[config.mk]
export PLATFORM = sky130hd
export DESIGN_NAME = token_msg_gate
export DESIGN_NICKNAME = d
export VERILOG_FILES = /design/src/rtl/token_msg_gate.sv
export SDC_FILE = /design/constraint.sdc
export NUM_CORES = 1
export LEC_CHECK = 0
export BUFFER_PORTS_ARGS = -buffer_cell sky130_fd_sc_hd__buf_2
export CELL_PAD_IN_SITES_DETAIL_PLACEMENT = 0
export CELL_PAD_IN_SITES_GLOBAL_PLACEMENT = 1
export CORE_UTILIZATION = 34
export CTS_CLUSTER_SIZE = 20
export DETAILED_ROUTE_END_ITERATION = 6
export HOLD_SLACK_MARGIN = 0.15
export PLACE_DENSITY_LB_ADDON = 0.1
export REMOVE_ABC_BUFFERS = 1
export SETUP_SLACK_MARGIN = 0.5
export SLEW_MARGIN = 30
export SYNTH_ARGS = -nofsm -noshare
export SYNTH_HDL_FRONTEND = slang
export SYNTH_SLANG_ARGS = --single-unit
[constraint.sdc]
create_clock -name clock -period 2.3 [get_ports clock]
set_clock_uncertainty 0.2 [all_clocks]
set_input_delay 0 -clock clock [delete_from_list [all_inputs] [get_ports clock]]
set_output_delay 0 -clock clock [all_outputs]
set_load 0.05 [all_outputs]
[src/rtl/token_msg_gate.sv]
// token_msg_gate: message-framing gate for a forward-token stream.
// Tokens inside an acquire..release message pass through with one cycle of
// latency; tokens outside a message are dropped and flagged as orphans, and an
// acquire inside an open message is forwarded and flagged as nesting.
// Optional feature macro: TOKEN_MSG_GATE_LEN_CNT_EN adds an 8-bit saturating
// payload-word counter and the O_msg_len output.

package token_msg_gate_pkg;
    localparam int DATA_W = 8;

    typedef struct packed {
        logic              v;
        logic              a;
        logic              r;
        logic [DATA_W-1:0] data;
    } FTk_t;
endpackage

module token_msg_gate
    import token_msg_gate_pkg::*;
(
    input  logic       clock,
    input  logic       reset,
    input  FTk_t       I_FTk,
    output logic       O_Nack,
    output FTk_t       O_FTk,
    input  logic       I_Nack,
    output logic       O_busy,
    output logic       O_err_orphan,
    output logic       O_err_nest
`ifdef TOKEN_MSG_GATE_LEN_CNT_EN
    ,
    output logic [7:0] O_msg_len
`endif
);

    typedef enum logic {
        IDLE = 1'b0,
        MSG  = 1'b1
    } state_t;

    state_t state_q;
    state_t state_d;

    logic hold;
    logic consumed;
    logic is_acq;
    logic is_rls;
    logic fwd;
    logic orphan_d;
    logic nest_d;

    // Handshake: a token on I_FTk with v=1 is consumed on a rising edge unless
    // O_Nack is 1 in that cycle. O_Nack is raised only when downstream stalls
    // (I_Nack=1) while O_FTk holds a valid token; an empty output register
    // never stalls, so I_Nack alone does not block upstream.
    assign hold     = I_Nack & O_FTk.v;
    assign O_Nack   = hold;
    assign consumed = I_FTk.v & ~hold;

    assign is_acq = I_FTk.v &  I_FTk.a & ~I_FTk.r;
    assign is_rls = I_FTk.v &  I_FTk.a &  I_FTk.r;

    // O_busy is the state register itself, so it doubles as the FSM debug view.
    assign O_busy = (state_q == MSG);

    // Next-state, forward decision and error detection for the consumed token.
    always_comb begin
        state_d  = state_q;
        fwd      = 1'b0;
        orphan_d = 1'b0;
        nest_d   = 1'b0;
        if (consumed) begin
            case (state_q)
                IDLE: begin
                    if (is_acq) begin
                        fwd     = 1'b1;
                        state_d = MSG;
                    end else begin
                        orphan_d = 1'b1;
                    end
                end
                MSG: begin
                    fwd = 1'b1;
                    if (is_acq) begin
                        nest_d = 1'b1;
                    end else if (is_rls) begin
                        state_d = IDLE;
                    end
                end
                default: state_d = IDLE;
            endcase
        end
    end

    // State, output token register and one-cycle error pulses.
    // During a hold the token stays put and no new error can be raised.
    always_ff @(posedge clock or negedge reset) begin
        if (!reset) begin
            state_q      <= IDLE;
            O_FTk        <= '0;
            O_err_orphan <= 1'b0;
            O_err_nest   <= 1'b0;
        end else if (!hold) begin
            state_q      <= state_d;
            O_FTk        <= fwd ? I_FTk : '0;
            O_err_orphan <= orphan_d;
            O_err_nest   <= nest_d;
        end else begin
            O_err_orphan <= 1'b0;
            O_err_nest   <= 1'b0;
        end
    end

`ifdef TOKEN_MSG_GATE_LEN_CNT_EN
    logic       is_data;
    logic [7:0] len_cnt;

    assign is_data = I_FTk.v & ~I_FTk.a & ~I_FTk.r;

    // Payload word counter: cleared by an opening acquire (not a nested one),
    // saturates at 255, latched into O_msg_len when the release is consumed.
    always_ff @(posedge clock or negedge reset) begin
        if (!reset) begin
            len_cnt   <= 8'd0;
            O_msg_len <= 8'd0;
        end else if (consumed) begin
            if (state_q == IDLE && is_acq) begin
                len_cnt <= 8'd0;
            end else if (state_q == MSG && is_data && len_cnt != 8'hFF) begin
                len_cnt <= len_cnt + 8'd1;
            end
            if (state_q == MSG && is_rls) begin
                O_msg_len <= len_cnt;
            end
        end
    end
`endif

endmodule

======== Word level (Yosys, flattened, before mapping) ========
Index checks and enable logic that the tools add are counted.
storage, ports and cells
  register bits ........................... 14
  latch bits .............................. 0
  RAM bits ................................ 0
  memory bits (read-only) ................. 0
  input bits .............................. 14
  output and inout port bits .............. 15
  word-level logic and storage cells ...... 30
  memories kept ........................... 0
cells by class
  $add $sub $neg .......................... 0
  multipliers ............................. 0
  div/mod/pow operators ................... 0
  $lt $le $gt $ge ......................... 0
  equal/unequal tests ..................... 0
  shifts and indexed selects .............. 0
  multiplexer cells ....................... 14
  bitwise logic cells ..................... 8
  reductions and logical operators ........ 1
operator list
  cell               count
  $mux W1            11
  $mux W11           1
  $and A1 B1 Y1      5
  $pmux W1 S2        2
  $not A1 Y1         3
  $reduce_and A2 Y1  1

======== Logic depth before layout (Yosys ltp) ========
Gate-level depths: netlist (run 1).
  word-level depth ........................ 6
  depth in mapped cells ................... 4
  depth with buffers taken out ............ 3

======== Least setup slack after synthesis (run 1) ========
OpenSTA, ideal clock, no wires.
  path type ............................... register to register
  start point ............................. register O_FTk[10] in the netlist's numbering
  end point ............................... register O_FTk[8] in the netlist's numbering
  library setup time ...................... 0.140 ns
  arrival ................................. 1.392 ns
  data required time ...................... 1.960 ns
  slack ................................... 0.569 ns
  stages on the path, launching flop included .. 4
  buffers on the path ..................... 1
  period minus slack after synthesis ...... 1.731 ns
  cells stage by stage .................... dfrtp_1 -> and2_0 -> buf_2 -> o21ai_0
on the way
  cells in the longest elaborated chain, start to end .. 5
ends and longest elaborated chain
  what                    line  text
  start, declared         26    output FTk_t O_FTk,
  start signal, assigned  106   O_FTk <= fwd ? I_FTk : '0;
  $and A1 B1 Y1 *         57    assign hold = I_Nack & O_FTk.v;
  named net O_Nack        25    output logic O_Nack,
  $not A1 Y1 (no line)    -
  $and A1 B1 Y1           59    assign consumed = I_FTk.v & ~hold;
  $mux W1                 73    if (consumed) begin
  $mux W11                106
Mark *: on every way through the listed nets, which the timed path passes. The rest lies on a longest branch.
A chain may end at the register's enable or synchronous reset.

======== Worst setup path after layout (run 1) ========
  start point ............................. input port I_Nack
  end point ............................... output port O_Nack
on the way
  cells in the longest elaborated chain, start to end .. 1
ends and longest elaborated chain
  what             line  text
  start, declared  27    input logic I_Nack,
  $and A1 B1 Y1    57
  end, declared    25
No other way between the ends.

==> qor.yml, run 1 <==
clock_network:
  clk_pin_slew_worst_paths_ns: 0.08
  cts_tree: "yes"
  insertion_delay_ns: 0.27
  cts.sinks: 14
  cts_buffers: 3
  cts_max_level: 1
  clk_path_buf_depth: 2
  cts_post_setup_buffers_inserted: 0
  cts_root_buffer: "clkbuf_4"
finish:
  final_cell_mix: "buf_2, dfrtp_1, dlygate4sd3_1, a22o_1"
  stdcell_count: 100
  num_antenna_cells: 0
  final_common_cell: "buf_2"
  fill_cells: 136
  final_cell_area_sq_um: 867
  drive_gt1_share_pct: 41.7
  fin_nets: 100
  area_delta_synth_final_pct: 57.9
critical_path:
  crit_required_ns: 2.10
  crit_path_start_kind: "input pin"
  critical_path_class: "in -> out"
  path_cells: "dlygate4sd3_1 -> buf_2 -> and2_1 -> buf_2"
  crit_slowest_cell: "dlygate4sd3_1"
  crit_path_max_fanout: 14
  cpMostUsedCell: "buf_2"
  cp.arrival_ns: 1.43
  cp_slowest_stage_delay_ns: 0.53
  end_kind: "output port"
power_and_ir_drop:
  p_per_area_nw_per_um2: 758
  vdd_ir_drop_max_mv: 0.311
  total_power_uw: 657
  internal_power_uw: 406
  combPwrFrac_pct: 35.7
  power.share.clock_pct: 20.2
  p_switching_uw: 252
  switching_share_pct: 38.3
  p_leak_uw: 0.000467
  seq_power_share_pct: 44.0
detailed_routing:
  ant_nets: 0
  totalWireLength_um: 1300
  drtIter0Drc: 14
  post_drt_via_cell_ratio: 4.78
  dr.pass1.iters: 4
  wire_per_inst_um: 13.0
  route.detailed.drc: 0
  vias: 478
timing:
  fmax_mhz: 614
  fin_crit_sh_pct: 70.8
  hold_slack_ns: 0.275
  slew_violations: 0
  finalSetupTns_ns: 0
  hold_violations: 0
  rsz0062_at_grt: "no"
  setup_viol: 0
  slew_headroom_pct: 58.0
  tightest_slew_ns: 0.627
  fin_crit_ns: 1.63
global_routing:
  grtUsageTotal_pct: 16.7
  antenna_found_initial: 0
  grt_pass1_wl_um: 2230
  grt_pass1_vias: 500
  grt-ovfl-total: 0
  grt_max_degree: 15
placement:
  place_area_sq_um: 704
  io_buffer_count: 28
  gp_congestion: 0.597
  dp.cells: 83
logic_synthesis:
  yosysWarnings: 0
  syn_inst: 40
  synthDistinctLibCells: 17
  synthesis.area_per_instance_sq_um: 13.7
  synth_seq_area_share_pct: 63.8
  ys_ff_latch: 14
  synthTopCellsByArea: "dfrtp_1, a22o_1, a21bo_4"
  syn_area_sq_um: 549
  yosysTopAreaCell: "dfrtp_1"
  synth_top_area_share_pct: 63.8
min_path:
  min_path_type: "in -> reg"
die:
  die_width_um: 42.2
  rows: 14
  core-area_sq_um: 1510
  dieArea_sq_um: 1780
  dieHeight_um: 42.2
  start_util_pct: 36.5
  io_pins: 29
job:
  drv_cap: 0
outcome:
  outcome: "completed"
[through the flow]
stage	utilization, %	worst slack (ns)
global route	57.6	0.537
CTS	57.6	0.658
global placement	46.8	0.732
finish	57.6	0.672
floorplan	-	0.0544
detailed placement	46.8	0.689
[critical path: cells and delay by family]
family,cells,cell delay (ns)
buffers and inverters,3,1.00
AND/OR/NAND/NOR,1,0.43
[worst paths after layout]
check | start | endpoint | slack, ns | depth (start not counted)
worst max register to register | O_FTk[10]$_DFFE_PN0P_ | flip-flop | 0.84 | 3
worst max-delay path | I_Nack | O_Nack | 0.67 | 4
worst min register to register | O_FTk[8]$_DFFE_PN0P_ | O_FTk[8]$_DFFE_PN0P_ | 0.28 | 2
worst min-delay path | I_FTk[8] | flip-flop | 0.28 | 3
min in group asynchronous | reset | O_FTk[4]$_DFFE_PN0P_ | 0.60 | 3
max in group asynchronous | reset | O_FTk[10]$_DFFE_PN0P_ | 0.90 | 3
[registers in the layout, indices dropped and copies added, names as in the netlist, named ones only]
register and flops:
O_err_orphan 1, O_err_nest 1, O_FTk 11
[timing repair]
item	in CTS	in global routing
resized for setup	1	0
endpoints found under the setup margin	1	0
hold buffers	14	0
endpoints found under the hold margin	28	0
[synth_stat cells]
library cell	n
a21bo_4	1
nand2b_4	1
nand2_1	3
and2_0	1
nand3_1	1
o21ai_0	2
a21oi_4	1
mux2i_1	1
nand3b_1	1
dfrtp_1	14
nor3_1	1
buf_2	1
nor2_1	1
a21o_2	1
nor2b_1	1
inv_1	1
a22o_1	8
[kinds of logic after synthesis]
logic type | share of synthesized area (%)
flip-flops | 63.8
AO/OA/AOI/OAI | 22.1
AND/OR/NAND/NOR | 10.7
buffers and inverters | 1.59
multiplexers | 1.82
[power by group through the flow]
stage,combinational (uW),clock [uW],sequential [uW]
floorplan,57.4,0,395
global placement,216,0,295
detailed placement,217,0,295
CTS,236,140,290
global route,249,155,294
finish,235,133,289
[area by class of cell]
class	instances	area (sq um)	area share (%)
multi-input combinational	24	190	21.9
clock buffer	3	22.5	2.60
sequential	14	350	40.4
inverter	1	3.75	0.433
timing repair buffer	42	280	32.3
tap	16	20.0	2.31
[metal layers]
layer / wire (um) / vias up / global-route usage [%]
met5: 0 / - / 0
met4: 8 / 0 / 8.13
met3: 68 / 2 / 5.17
met2: 645 / 17 / 24.6
met1: 574 / 227 / 22.3
li1: - / 232 / -
Power figures use the tool's default switching activity.
==> run 2: changes to the inputs <==
Settings changed: ABC_AREA from default to 1, CORE_UTILIZATION 34 to 29.
Clock period 2.3 ns to 1.6 ns, I/O delays scaled along.
==> run 2 against run 1 <==
The run now ends with negative hold slack left. Clock-buffer cell count unchanged. Area after synthesis rose by 2.1%. Cell count increased by 35%. Sequential cell count stayed put. Worst hold slack worse by 0.33 ns. Critical path depth increased by 1. Total power is 55% higher. Non-clock buffer count up 3. Critical endpoint is now O_FTk[0]$_DFFE_PN0P_. Wire length rose by 19%. Clock power is 47% higher.
==> qor.yml, run 2 <==
outcome:
  outcome: "finished with violations"
  failed_checks: "negative hold slack"
critical_path:
  crit_required_ns: 1.57  # -0.53 ns
  crit_slowest_cell: "dfrtp_1"
  crit_path_start_kind: "flip-flop"
  crit_path_end: "O_FTk[0]$_DFFE_PN0P_"
  cp_slowest_stage_delay_ns: 0.37  # -0.16 ns
  cp-startpoint: "O_FTk[10]$_DFFE_PN0P_"
  critPathTopFamily: "simple AND/OR/NAND/NOR gates"
  r2r_end: "O_FTk[0]$_DFFE_PN0P_"
  path_cells: "nand2_2 -> nand2_4 -> clkinvlp_4 -> nand3_1 -> nand2_1"
  critical_path_class: "reg -> reg"
  crit_path_max_fanout: 5  # -9
  ff2ff_path_depth: 5  # +2
  r2r-start: "O_FTk[10]$_DFFE_PN0P_"
  cp_num_cells: 5  # +1
  end_kind: "flip-flop"
  regToRegSetupSlack_ns: 0.38  # -0.46 ns
  cp.arrival_ns: 1.18  # -0.25 ns
  critPathBufInv: 1  # -2
clock_network:
  cts_tree: "yes"
  cts_max_level: 1  # unchanged
  clk_pin_slew_worst_paths_ns: 0.09  # about the same
  clk_path_buf_depth: 2  # unchanged
  cts_root_buffer: "clkbuf_4"
  cts-hold-fix-buffers: 12  # -2
  cts.sinks: 14  # unchanged
  insertion_delay_ns: 0.27  # about the same
  cts_buffers: 3  # unchanged
timing:
  fin_crit_ns: 1.22
  slew_violations: 0  # unchanged
  setup_viol: 0  # unchanged
  tightest_slew_ns: 0.329  # -0.298 ns
  hold_violations: 17  # +17
  rsz0062_at_grt: "yes"
  slew_headroom_pct: 78.1  # +20 points
  hold_slack_ns: -0.0576  # -0.333 ns
  fin_crit_sh_pct: 76.0
  fin_ws_ns: 0.384  # -0.288 ns
  fmax_mhz: 822
finish:
  drive_gt1_share_pct: 45.5  # +3.8 points
  top_regs: "O_FTk: 11 flops, O_err_nest: 1 flops, O_err_orphan: 1 flops"
  stdcell_count: 135  # +35%
  final_cell_area_sq_um: 1010  # +17%
  final_common_cell: "nand2_1"
  largest_reg_flops: 11  # unchanged
  fin_nets: 126  # +26%
  area_delta_synth_final_pct: 80.4
  largest-register: "O_FTk"
  fill_cells: 177  # +30%
  final_cell_mix: "nand2_1, dfrtp_1, buf_2, buf_4, dlygate4sd3_1"
  num_antenna_cells: 0  # unchanged
logic_synthesis:
  syn_area_sq_um: 561  # +2.1%
  synth_edf_count: 0  # unchanged
  yosysTopAreaCell: "dfrtp_1"
  async_reset_ff_share_pct: 100  # unchanged
  yosysWarnings: 0  # unchanged
  synth_commonest_cells: "nand2_1, dfrtp_1, nand3_1, inv_1, nor2_1"
  ys_ff_latch: 14  # unchanged
  synth_seq_area_share_pct: 62.5  # -1.3 points
  yosys.area_share.simple_pct: 30.6  # +20 points
  synthTopCellsByArea: "dfrtp_1, nand2_1, nand3_1"
  synth_xor_area_share_pct: 0  # unchanged
  synth_top_area_share_pct: 62.5  # -1.3 points
  synthAdderAreaFrac_pct: 0  # unchanged
  synth_top_family_by_area: "simple AND/OR/NAND/NOR gates"
  synthesis.area_per_instance_sq_um: 9.04  # -34%
  yosysMostFrequentCell: "nand2_1"
  syn_inst: 62  # +55%
  synth_ff_type: "dfrtp_1"
  synth_compound_area_share_pct: 0.893  # -21 points
  synthDistinctLibCells: 10  # -7
  synthMuxAreaShare_pct: 0  # -1.8 points
detailed_routing:
  totalWireLength_um: 1540  # +19%
  wire_per_inst_um: 11.4  # -12%
  ant_nets: 0  # unchanged
  route.detailed.drc: 0  # unchanged
  vias: 587  # +23%
  post_drt_via_cell_ratio: 4.35  # -9.0%
  drtIter0Drc: 9  # -5
  dr.pass1.iters: 2  # -2
die:
  rows: 15  # +1
  core-area_sq_um: 1760  # +17%
  start_util_pct: 31.8  # -4.7 points
  dieHeight_um: 46.0  # +8.9%
  dieArea_sq_um: 2110  # +19%
  die_width_um: 46.0  # +8.9%
  io_pins: 29  # unchanged
global_routing:
  grt-ovfl-total: 0  # unchanged
  grt_pass1_wl_um: 2170  # -2.8%
  grt_max_degree: 15  # unchanged
  grtUsageTotal_pct: 15.4  # -1.3 points
  grt_pass1_vias: 505  # +1.0%
  antenna_found_initial: 0  # unchanged
placement:
  place_area_sq_um: 721  # +2.3%
  gp_congestion: 0.755  # +26%
  dp_hpwl_um: 897
  place_ws_ns: 0.400  # -0.289 ns
  dp.cells: 114  # +37%
  io_buffer_count: 28  # unchanged
power_and_ir_drop:
  switching_share_pct: 39.4  # +1.1 points
  power.share.clock_pct: 19.3  # -0.9 points
  internal_power_uw: 616  # +52%
  combPwrFrac_pct: 39.8  # +4.1 points
  p_leak_uw: 0.000550  # +18%
  vdd_ir_drop_max_mv: 0.452  # +45%
  p_switching_uw: 401  # +59%
  seq_power_share_pct: 40.8  # -3.2 points
  p_per_area_nw_per_um2: 1010  # +33%
min_path:
  min_path_type: "in -> async"
job:
  drv_cap: 0  # unchanged
## run 2: cell count changes in the layout (fill, tap and decap cells not counted), sizes merged, moves of 2 or more
cell         previous run  this run
nand2                   3        29
nand3                   1        10
a22o                    8         0
buf                    28        31
inv                     1         4
clkbuf                  3         5
dlygate4sd3            14        12
nor2                    1         3
## run 2: worst min path at each step
stage / start / to / slack (ns)
after floorplan: reset / O_FTk[0]$_DFFE_PN0P_ / -0.50
after global routing: reset / O_err_orphan$_DFF_PN0_ / -0.03
after CTS: I_Nack / O_FTk[10]$_DFFE_PN0P_ / -0.11
final: reset / O_err_orphan$_DFF_PN0_ / -0.06
after detailed placement: reset / O_err_orphan$_DFF_PN0_ / -0.28
after global placement: reset / O_err_orphan$_DFF_PN0_ / -0.28
## run 2: per-layer routing
| layer | wire [um] | up-vias | GRT usage (%) |
|---|---|---|---|
| met3 | 60 | 2 | 3.57 |
| li1 | - | 289 | - |
| met1 | 695 | 279 | 17.9 |
| met2 | 774 | 17 | 24.8 |
| met4 | 11 | 0 | 10.6 |
| met5 | 0 | - | 0 |
## run 2: through the flow
| step | power [uW] | util [%] | setup TNS, ns |
|---|---|---|---|
| CTS | 969 | 51.3 | 0 |
| detailed placement | 720 | 40.9 | 0 |
| floorplan | 627 | - | -1.00 |
| global placement | 719 | 40.9 | 0 |
| global route | 1070 | 57.3 | 0 |
| finish | 1020 | 57.3 | 0 |
## run 2: layout make-up
cell class | instances | area (sq um) | share of cell area, %
Timing Repair Buffer | 45 | 352 | 34.8
Clock buffer | 3 | 22.5 | 2.23
Sequential cell | 14 | 350 | 34.7
Tap cell | 25 | 31.3 | 3.09
Multi-Input combinational cell | 43 | 228 | 22.5
Inverter | 4 | 20.0 | 1.98
Timing Repair inverter | 1 | 7.51 | 0.743
## run 2: kinds of logic after synthesis
family / after synthesis
compound gates: 1
buf+inv: 6
flops: 14
simple gates: 41
## run 2: power groups by stage
stage	Sequential, uW	Combinational (uW)	Clock [uW]
2_1_floorplan	553	74.2	0
3_3_place_gp	417	302	0
3_5_place_dp	417	303	0
4_1_cts	411	355	203
5_1_grt	418	429	225
6_report	415	405	196
## run 2: what timing repair did
| item | CTS | global route |
|---|---|---|
| endpoints found under the setup margin | 18 | 28 |
| buffers inserted | 2 | 2 |
| endpoints found under the hold margin | 28 | 28 |
| pin swaps | 1 | 6 |
| resized for setup | 10 | 32 |
| cloned | 0 | 2 |
==> run 3: changes to the inputs <==
Settings changed: CORE_UTILIZATION 29 to 27.
Clock period 1.6 ns to 1.1 ns, I/O delays scaled along.
==> run 3 against run 2 <==
The flow finishes with violations (negative hold slack, negative setup slack). Sequential cell count is the same. Cell count down 3.0%. First-iteration DRC count down 100%. Wire length down 12%. Critical endpoint is now O_Nack.
==> qor.yml, run 3 (same netlist as run 2, synthesis figures left out) <==
critical_path:
  path_cells: "nand2_2 -> inv_2 -> buf_8"
  crit_slowest_cell: "dfrtp_1"
  crit_path_max_fanout: 4  # -1
  r2r-start: "O_FTk[10]$_DFFE_PN0P_"
  cp_slowest_stage_delay_ns: 0.37  # about the same
  critical_path_class: "reg -> out"
  critPathBufInv: 2  # +1
  r2r_end: "O_FTk[3]$_DFFE_PN0P_"
  end_kind: "output port"
  cp.arrival_ns: 0.97  # -0.21 ns
  crit_required_ns: 0.90  # -0.67 ns
  regToRegSetupSlack_ns: -0.05  # -0.43 ns
  ff2ff_path_depth: 6  # +1
  critPathTopFamily: "flip-flops"
  crit_path_start_kind: "flip-flop"
finish:
  fin_nets: 119  # -5.6%
  largest-register: "O_FTk"
  final_cell_mix: "nand2_1, dfrtp_1, buf_2, buf_6"
  multi_input_area_sq_um: 200  # -12%
  largest_reg_flops: 11  # unchanged
  drive_gt1_share_pct: 49.0  # +3.6 points
  final_common_cell: "nand2_1"
  fill_cells: 214  # +21%
  num_antenna_cells: 0  # unchanged
  area_delta_synth_final_pct: 72.5
  top_regs: "O_FTk: 11 flops, O_err_nest: 1 flops, O_err_orphan: 1 flops"
  ff_latch_area_sq_um: 350  # unchanged
timing:
  slew_violations: 0  # unchanged
  tightest_slew_ns: 0.321  # -0.00759 ns
  rsz0062_at_grt: "yes"
  fmax_mhz: 857
  fin_crit_ns: 1.17
  setup_viol: 13  # +13
  fin_ws_ns: -0.0674  # -0.452 ns
  fin_crit_sh_pct: 106
  slew_headroom_pct: 78.6  # +0.51 points
  hold_slack_ns: -0.595  # -0.538 ns
  hold_violations: 28  # +11
global_routing:
  grt-ovfl-total: 0  # unchanged
  grt_pass1_vias: 470  # -6.9%
  grtUsageTotal_pct: 13.4  # -2.0 points
  use_met3_pct: 5.66  # +2.1 points
  grt_pass1_wl_um: 2040  # -5.7%
  top_usage_layer: "met2"
  antenna_found_initial: 0  # unchanged
  grtUsageMet1_pct: 15.2  # -2.6 points
  grt_use_met2_pct: 23.3  # -1.5 points
  grt_max_degree: 15  # unchanged
die:
  core-area_sq_um: 1960  # +11%
  rows: 16  # +1
  dieArea_sq_um: 2260  # +7.1%
  start_util_pct: 28.6  # -3.2 points
  die_width_um: 47.6  # +3.5%
  dieHeight_um: 47.6  # +3.5%
  io_pins: 29  # unchanged
power_and_ir_drop:
  vdd_ir_drop_max_mv: 0.973  # +120%
  p_per_area_nw_per_um2: 1620  # +61%
  p_leak_uw: 0.000546  # -0.76%
  total_power_uw: 1560  # +54%
min_path:
  min_path_type: "in -> async"
clock_network:
  cts_root_buffer: "clkbuf_4"
  cts_max_level: 1  # unchanged
  cts_buffers: 3  # unchanged
  cts.sinks: 14  # unchanged
  cts_tree: "yes"
  insertion_delay_ns: 0.27  # about the same
  clk_pin_slew_worst_paths_ns: 0.08  # about the same
  clk_path_buf_depth: 2  # unchanged
outcome:
  outcome: "finished with violations"
  failed_checks: "negative hold slack, negative setup slack"
detailed_routing:
  totalWireLength_um: 1360  # -12%
  dr.pass1.iters: 1  # -1
  ant_nets: 0  # unchanged
  route.detailed.drc: 0  # unchanged
  vias: 537  # -8.5%
  post_drt_via_cell_ratio: 4.10  # -5.7%
  wire_per_inst_um: 10.4  # -9.1%
  drtIter0Drc: 0  # -9
placement:
  dp_hpwl_um: 961  # +7.2%
  io_buffer_count: 28  # unchanged
  place_ws_ns: -0.0782  # -0.478 ns
  gp_congestion: 0.653  # -13%
job:
  drv_cap: 0  # unchanged
run 3: layer usage:
| layer | vias up | part of all wire, % |
|---|---|---|
| li1 | 277 | - |
| met1 | 244 | 42 |
| met2 | 14 | 52 |
| met3 | 2 | 4.9 |
| met4 | 0 | 0.44 |
| met5 | - | 0 |
run 3: worst max path at each step:
stage / start / end / slack [ns] / depth (start not counted)
after floorplan: O_FTk[10]$_DFFE_PN0P_ / flip-flop / -0.72 / 5
after detailed placement: O_FTk[10]$_DFFE_PN0P_ / flip-flop / -0.08 / 5
final: O_FTk[10]$_DFFE_PN0P_ / O_Nack / -0.07 / 3
after global placement: O_FTk[10]$_DFFE_PN0P_ / O_err_nest$_DFF_PN0_ / -0.06 / 5
after global routing: O_FTk[10]$_DFFE_PN0P_ / O_Nack / -0.13 / 3
after CTS: O_FTk[10]$_DFFE_PN0P_ / O_Nack / -0.08 / 3
run 3: worst register-to-register path, stage by stage, from the launching register on:
cell and delay [ns]:
dfrtp_1 0.39, nand2_2 0.08, buf_4 0.14, nand2_8 0.07, inv_4 0.08, nand3_1 0.08, nand2_1 0.06
run 3: power breakdown:
part	switching (uW)	internal (uW)	total (uW)
Sequential	39.4	570	609
Clock	162	201	363
Combinational	373	219	592
Total	575	990	1560
run 3: layout make-up:
class | count | area share [%]
clock buffer | 4 | 3.75
inverter | 4 | 2.33
multi-input combinational | 42 | 20.7
sequential | 14 | 36.2
tap | 27 | 3.49
timing repair buffer | 39 | 32.9
timing repair inverter | 1 | 0.647
run 3: per-stage QoR:
step                      cell area, sq um  util, %  hold WS, ns  instances  setup TNS, ns
final                                  967     49.3       -0.595        131         -0.458
after global routing                   967     49.3       -0.589        131          -1.50
after CTS                              943     48.1       -0.599        130         -0.621
after detailed placement               746     38.0       -0.285        119         -0.257
after global placement                 746     38.0       -0.281        119         -0.238
after floorplan                        542        -       -0.496         60          -7.71
run 3: timing repair:
item,CTS,global route
resized for setup,35,5
setup buffers,7,0
setup endpoints to repair,29,29
pin swaps,1,0
endpoints found under the hold margin,28,28
gates cloned,0,1
